==> config.mk <==
export PLATFORM = sky130hd
export DESIGN_NAME = apb_mem_slave
export DESIGN_NICKNAME = d
export VERILOG_FILES = /design/src/rtl/apb_pkg.sv /design/src/rtl/apb_slv_mem_array.sv /design/src/rtl/apb_mem_slave.sv
export SDC_FILE = /design/constraint.sdc
export NUM_CORES = 2
export LEC_CHECK = 0
export BUFFER_PORTS_ARGS = -buffer_cell sky130_fd_sc_hd__buf_4
export CAP_MARGIN = 15
export CORE_MARGIN = 10
export CORE_UTILIZATION = 31
export DETAILED_ROUTE_END_ITERATION = 8
export SLEW_MARGIN = 5
export SYNTH_ARGS = -nofsm -noshare
export SYNTH_HDL_FRONTEND = slang
export SYNTH_SLANG_ARGS = --single-unit
==> constraint.sdc <==
create_clock -name pclk -period 51.2 [get_ports pclk]
set_clock_uncertainty 0.1 [all_clocks]
set_input_delay 7.68 -clock pclk [delete_from_list [all_inputs] [get_ports pclk]]
set_output_delay 7.68 -clock pclk [all_outputs]
set_load 0.01 [all_outputs]
==> src/rtl/apb_pkg.sv <==
// -----------------------------------------------------------------------------
// apb_pkg
// Shared types and helpers for the APB memory slave.
//   apb_state_e  : slave FSM states (IDLE, WAIT, RESP)
//   APB_OKAY/ERR : pslverr encodings
//   lane_count   : number of byte lanes in a data word
//   lane_bits    : address bits that select a byte inside a word
//   idx_width    : width of a word index into a DEPTH-entry array
// -----------------------------------------------------------------------------
package apb_pkg;

    typedef enum logic [1:0] {
        IDLE = 2'd0,
        WAIT = 2'd1,
        RESP = 2'd2
    } apb_state_e;

    localparam logic APB_OKAY = 1'b0;
    localparam logic APB_ERR  = 1'b1;

    function automatic int lane_count(input int data_w);
        return data_w / 8;
    endfunction

    function automatic int lane_bits(input int data_w);
        return $clog2(data_w / 8);
    endfunction

    function automatic int idx_width(input int depth);
        return (depth > 1) ? $clog2(depth) : 1;
    endfunction

endpackage

==> src/rtl/apb_slv_mem_array.sv <==
// -----------------------------------------------------------------------------
// apb_slv_mem_array
// DEPTH x DATA_W register array with per-byte-lane write enables and a
// registered read port. The whole array and the read register clear
// asynchronously on rst.
// Ports:
//   clk, rst   : clock, asynchronous active-high reset
//   wr_lane    : one enable per byte lane; all zero means no write
//   idx        : word index shared by write and read (never both in a cycle)
//   wr_data    : write data
//   rd_en      : load rdata from mem[idx] on this edge
//   rd_clr     : load rdata with zero on this edge (wins over rd_en)
//   rdata      : registered read data, holds between loads
// -----------------------------------------------------------------------------
module apb_slv_mem_array
    import apb_pkg::*;
#(
    parameter int DATA_W = 32,
    parameter int DEPTH  = 32,
    localparam int LANES = lane_count(DATA_W),
    localparam int IDX_W = idx_width(DEPTH)
) (
    input  logic              clk,
    input  logic              rst,
    input  logic [LANES-1:0]  wr_lane,
    input  logic [IDX_W-1:0]  idx,
    input  logic [DATA_W-1:0] wr_data,
    input  logic              rd_en,
    input  logic              rd_clr,
    output logic [DATA_W-1:0] rdata
);

    logic [DATA_W-1:0] mem [DEPTH];

    always_ff @(posedge clk or posedge rst) begin
        if (rst) begin
            for (int i = 0; i < DEPTH; i++) begin
                mem[i] <= '0;
            end
            rdata <= '0;
        end else begin
            for (int l = 0; l < LANES; l++) begin
                if (wr_lane[l]) begin
                    mem[idx][l*8 +: 8] <= wr_data[l*8 +: 8];
                end
            end
            if (rd_clr) begin
                rdata <= '0;
            end else if (rd_en) begin
                rdata <= mem[idx];
            end
        end
    end

endmodule

==> src/rtl/apb_mem_slave.sv <==
// -----------------------------------------------------------------------------
// apb_mem_slave
// APB3/APB4 memory-mapped slave backed by a DEPTH x DATA_W register file,
// with programmable wait states, base-address decode, error response for
// misaligned / out-of-range accesses, abort detection and a saturating
// error counter.
//
// Optional feature: define APB_SLV_PSTRB_EN to add the pstrb port and
// byte-lane-masked writes. Without it every write updates the full word.
//
// Ports:
//   pclk, preset  : clock, asynchronous active-high reset
//   psel, penable : APB select and access-phase qualifiers
//   pwrite        : 1 = write, 0 = read
//   paddr, pwdata : byte address, write data
//   pstrb         : byte lane strobes (APB_SLV_PSTRB_EN only)
//   prdata        : read data, registered, valid with pready on reads
//   pready        : registered, high for exactly one cycle per transfer
//   pslverr       : error response, meaningful only with pready
//   err_count     : saturating count of error responses and aborts
//   fsm_state     : debug view of the FSM state (apb_state_e encoding)
//
// Handshake: a transfer starts with a setup cycle (psel=1, penable=0) that
// the slave samples in IDLE; address, direction, data and strobes are
// latched there and never re-sampled. The master then holds psel=penable=1
// until it sees pready=1; the transfer completes in that cycle. Dropping
// psel or penable before pready is an abort. penable=1 seen in IDLE without
// a preceding setup is ignored apart from counting it as an error.
// -----------------------------------------------------------------------------
module apb_mem_slave
    import apb_pkg::*;
#(
    parameter int                DATA_W      = 32,
    parameter int                ADDR_W      = 32,
    parameter int                DEPTH       = 32,
    parameter logic [ADDR_W-1:0] BASE_ADDR   = '0,
    parameter int                WAIT_CYCLES = 0
) (
    input  logic                  pclk,
    input  logic                  preset,
    input  logic                  psel,
    input  logic                  penable,
    input  logic                  pwrite,
    input  logic [ADDR_W-1:0]     paddr,
    input  logic [DATA_W-1:0]     pwdata,
`ifdef APB_SLV_PSTRB_EN
    input  logic [DATA_W/8-1:0]   pstrb,
`endif
    output logic [DATA_W-1:0]     prdata,
    output logic                  pready,
    output logic                  pslverr,
    output logic [7:0]            err_count,
    output logic [1:0]            fsm_state
);

    localparam int                LANES     = lane_count(DATA_W);
    localparam int                LB        = lane_bits(DATA_W);
    localparam int                IDX_W     = idx_width(DEPTH);
    localparam logic [ADDR_W-1:0] LANE_MASK = ADDR_W'(LANES - 1);
    localparam logic [ADDR_W-1:0] DEPTH_A   = ADDR_W'(DEPTH);
    localparam logic [3:0]        WAIT_INIT = 4'(WAIT_CYCLES);

    apb_state_e state_q, state_d;
    logic [3:0] cnt_q, cnt_d;
    logic       pready_d, pslverr_d;
    logic       latch, exec, err_inc;

    // ---------------- address decode (live bus) ----------------
    logic [ADDR_W-1:0] off, word;
    logic              dec_err;
    logic [IDX_W-1:0]  dec_idx;
    logic [LANES-1:0]  strb_in;

    assign off     = paddr - BASE_ADDR;
    assign word    = off >> LB;
    assign dec_err = (paddr < BASE_ADDR) || ((off & LANE_MASK) != '0) || (word >= DEPTH_A);
    assign dec_idx = word[IDX_W-1:0];

`ifdef APB_SLV_PSTRB_EN
    assign strb_in = pstrb;
`else
    assign strb_in = '1;
`endif

    // ---------------- setup-phase latch ----------------
    logic              lat_err, lat_write;
    logic [IDX_W-1:0]  lat_idx;
    logic [DATA_W-1:0] lat_wdata;
    logic [LANES-1:0]  lat_strb;

    // A zero-wait transfer executes on the setup edge itself, before the
    // latch holds anything, so execution takes the live decode in IDLE and
    // the latched copy otherwise.
    logic              x_err, x_write;
    logic [IDX_W-1:0]  x_idx;
    logic [DATA_W-1:0] x_wdata;
    logic [LANES-1:0]  x_strb;

    assign x_err   = (state_q == IDLE) ? dec_err : lat_err;
    assign x_write = (state_q == IDLE) ? pwrite  : lat_write;
    assign x_idx   = (state_q == IDLE) ? dec_idx : lat_idx;
    assign x_wdata = (state_q == IDLE) ? pwdata  : lat_wdata;
    assign x_strb  = (state_q == IDLE) ? strb_in : lat_strb;

    // ---------------- FSM next state / outputs ----------------
    always_comb begin
        state_d   = state_q;
        cnt_d     = cnt_q;
        pready_d  = 1'b0;
        pslverr_d = APB_OKAY;
        latch     = 1'b0;
        exec      = 1'b0;
        err_inc   = 1'b0;
        case (state_q)
            IDLE: begin
                if (psel && !penable) begin
                    latch = 1'b1;
                    if (WAIT_CYCLES == 0) begin
                        exec    = 1'b1;
                        state_d = RESP;
                    end else begin
                        cnt_d   = WAIT_INIT;
                        state_d = WAIT;
                    end
                end else if (psel && penable) begin
                    err_inc = 1'b1;
                end
            end
            WAIT: begin
                if (!(psel && penable)) begin
                    state_d = IDLE;
                    err_inc = 1'b1;
                end else if (cnt_q == 4'd1) begin
                    exec    = 1'b1;
                    state_d = RESP;
                end else begin
                    cnt_d = cnt_q - 4'd1;
                end
            end
            RESP: begin
                state_d = IDLE;
            end
            default: begin
                state_d = IDLE;
            end
        endcase
        if (exec) begin
            pready_d  = 1'b1;
            pslverr_d = x_err ? APB_ERR : APB_OKAY;
            if (x_err) begin
                err_inc = 1'b1;
            end
        end
    end

    // ---------------- state registers ----------------
    always_ff @(posedge pclk or posedge preset) begin
        if (preset) begin
            state_q   <= IDLE;
            cnt_q     <= '0;
            pready    <= 1'b0;
            pslverr   <= 1'b0;
            err_count <= '0;
            lat_err   <= 1'b0;
            lat_write <= 1'b0;
            lat_idx   <= '0;
            lat_wdata <= '0;
            lat_strb  <= '0;
        end else begin
            state_q <= state_d;
            cnt_q   <= cnt_d;
            pready  <= pready_d;
            pslverr <= pslverr_d;
            if (err_inc && (err_count != 8'hFF)) begin
                err_count <= err_count + 8'd1;
            end
            if (latch) begin
                lat_err   <= dec_err;
                lat_write <= pwrite;
                lat_idx   <= dec_idx;
                lat_wdata <= pwdata;
                lat_strb  <= strb_in;
            end
        end
    end

    assign fsm_state = state_q;

    // ---------------- storage ----------------
    logic [LANES-1:0] wr_lane;
    logic             rd_en, rd_clr;

    assign wr_lane = (exec && x_write && !x_err) ? x_strb : '0;
    assign rd_en   = exec && !x_write && !x_err;
    assign rd_clr  = exec && x_err;

    apb_slv_mem_array #(
        .DATA_W (DATA_W),
        .DEPTH  (DEPTH)
    ) u_mem (
        .clk     (pclk),
        .rst     (preset),
        .wr_lane (wr_lane),
        .idx     (x_idx),
        .wr_data (x_wdata),
        .rd_en   (rd_en),
        .rd_clr  (rd_clr),
        .rdata   (prdata)
    );

endmodule

==> results.md <==
* Status: complete, no violations
* Sequential share of the synthesized area at 56.9%
* Final #Nets at 5355
* DRT Wirelength at 160000 µm
* CP Launch Type: input port
* Slowest cell on crit path: nand3_2
* GRT Util Overall at 18.1%
* Yosys warning total at 0
* Iter 0 DRT Violations at 4279
* CTS tree: done
* Global-route wire length before repair at 243000 µm
* Max Freq at 0.0876 GHz
* Crit-path cells: buf_4 -> or3b_2 -> buf_4 -> inv_2 -> nand2_1 -> nor2_1 -> nand3_2 -> buf_4 -> nand2_1 -> o21ai_0
* Initial antenna violation count at 3
* Die area at 0.173 mm²
* Die width at 416 µm
* RePlAce Congestion at 0.797
* Cell Rows at 145
* Worst-path clk slew at 60 ps
* Postcts setup bufs at 0
* Top delay family on crit path: simple AND/OR/NAND/NOR gates
* Buffers on Ports at 111
* Vias per cell at 5.24
* Critical path's most frequent cell: buf_4
* Final Max Slew Viols at 0
* Distinct cells, synth at 64
* Top FF cell, synth: dfrtp_1
* Post-layout minimum cycle time at 11420 ps
* Static Leakage at 24.7 nW
* Max Buffers Root-to-Sink at 3
* H-tree Lvls at 3
* Via Count at 39000
* DP HPWL at 90600 µm
* CTS buffer count at 114
* Layout cells sized above 1 at 10.5%
* HP Start: u_mem.mem[1008]
* Worst setup EP type: register
* RSZ-0062 raised after global routing: false
* Vias in the first global route at 37900
* Worst-skew pair later-pin latency at 730 ps
* Max-Slew Margin vs Limit at 18.4%
* Max VDD drop at 0.0240 mV
* Synth Cell Area at 0.0485 mm²
* Final Cycle Share at 22.3%
* Fillers at 15900
* WP data arrival at 11870 ps
* Total Neg Setup Slack at 0 ps
* Final ANT Viol Nets at 0
* # IOs at 113
* Residual DRC count at 0
* Commonest non-fill, non-tap cell in the layout: nand2_1
* CP peak stage delay at 1010 ps
* P&R area growth vs syn at 13.3%
* Hold_buf cts at 0
* Synthesized area per cell at 8.96 µm²
* Async S/R FF share, synth at 100%
* Syn Nets at 5486
* CP Buf/Inv Count at 4
* Synth Register Bits at 1104
* DIE HEIGHT at 416 µm
* PwrDens at 34.9 mW/mm²
* Mapped Cells at 5416
* Hold Fails Final Rpt at 0
* Most frequent cells in the layout: nand2_1 (1370), dfrtp_1 (1103), a21oi_1 (648)
* Crit Path Class: input port to register
* Initial core utilization at 31.1%
* Final Setup Violations at 0
* Critical Path RT at 51660 ps
* Resize count post-CTS at 0
* Final Power at 1.92 mW
* Smallest hold slack at 376 ps
* Sink Count at 1104
* Reg-to-Reg Start: fsm_state[1]
* Crit path from: penable
* Worst Tran Pin Value at 1220 ps
* Total gr overflow at 0
* CTS Root Cell: clkbuf_16
* TritonRoute pass-1 iters at 5
* Worst min path class: register to register
* Core area at 0.156 mm²
* Max Cap Viol at 0
* Post-synth EDFFs at 0
* Crit path max fanout at 45
* Largest net degree at the start of global routing at 178
* Per-cell routed wire length at 21.5 µm
==> cell usage after synthesis (45+ instances only) <==
| library cell | instances | share of area, % |
|---|---|---|
| o21ai_0 | 442 | 4.6 |
| dfrtp_1 | 1104 | 57 |
| buf_2 | 186 | 1.9 |
| a21oi_1 | 652 | 6.7 |
| mux4_2 | 45 | 2.1 |
| mux2i_1 | 58 | 1.2 |
| nor2_1 | 558 | 4.3 |
| nand2_1 | 1373 | 11 |
| o21ai_1 | 68 | 0.70 |
| clkbuf_1 | 247 | 1.9 |
| nand3_1 | 337 | 3.5 |
==> power breakdown <==
part	total [mW]	leakage (nW)	internal [mW]	switching (mW)
registers	0.887	15.4	0.880	0.00754
logic	0.167	7.37	0.0400	0.127
clock network	0.869	1.94	0.509	0.359
==> through the flow <==
step                cell area [µm²]  setup WS (ps)  std cells  util (%)
finish                        55000          39780       7438      35.3
global route                  55000          39440       7438      35.3
CTS                           55000          39860       7436      35.3
detailed placement            51100          39100       7227      32.7
global placement              51100          39140       7226      32.7
floorplan                     48500          12340       5416         -
==> kinds of logic (layout without fill, tap and decap cells) <==
| kind of cell | count (synthesis) | count (layout) | synth area share, % |
|---|---|---|---|
| AO/OA/AOI/OAI | 1297 | 1297 | 14.2 |
| XOR/XNOR | 7 | 7 | 0.126 |
| adder cells (fa/ha/maj) | 1 | 1 | 0.0258 |
| buffers and inverters | 488 | 450 | 4.56 |
| flip-flops | 1104 | 1104 | 56.9 |
| multiplexers | 108 | 108 | 3.45 |
| other | 1 | 3 | 0.00772 |
| AND/OR/NAND/NOR | 2410 | 2410 | 20.7 |
==> worst paths after layout <==
check | end | slack [ps] | depth (start not counted)
max | u_mem.mem[708] | 39780 | 10
min | u_mem.mem[1008] | 380 | 2
max reg2reg | u_mem.rdata[27] | 45900 | 10
min reg2reg | u_mem.mem[1008] | 380 | 2
max in group asynchronous | u_mem.mem[629] | 40010 | 6
min in group asynchronous | u_mem.mem[494] | 7000 | 2
==> worst register-to-register path, cell delays in order, from the launching register on <==
cell     delay [ps]
dfrtp_4         500
buf_4           580
mux2i_4         330
buf_4           700
buf_4           770
buf_4           860
nand2_1         210
nand3_1         130
a21oi_1         120
or4_1           620
o31ai_1         280
==> registers in the layout, indices dropped and copies added (netlist names) <==
signal and count:
u_mem.mem 1024, lat_wdata 32, u_mem.rdata 32, err_count 8, lat_idx 5, fsm_state 1
pready 1, pslverr 1
==> per-layer routing <==
metal	up-vias	GRT usage, %	wire, µm
met3	322	3.29	11200
met4	2	6.50	5730
met1	19200	24.1	69100
met2	1422	29.2	73900
met5	-	0	12
li1	18000	-	-
==> area by class of cell <==
type	instances	area [µm²]	area share (%)
timing repair buffer	233	1810	3.28
inverter	8	37.5	0.0682
multi-input combinational	3824	19000	34.6
tap	2058	2570	4.68
sequential	1104	27600	50.2
clock inverter	42	559	1.02
clock buffer	167	3360	6.11
antenna	2	5.00	0.00910
Power figures use the tool's default switching activity.
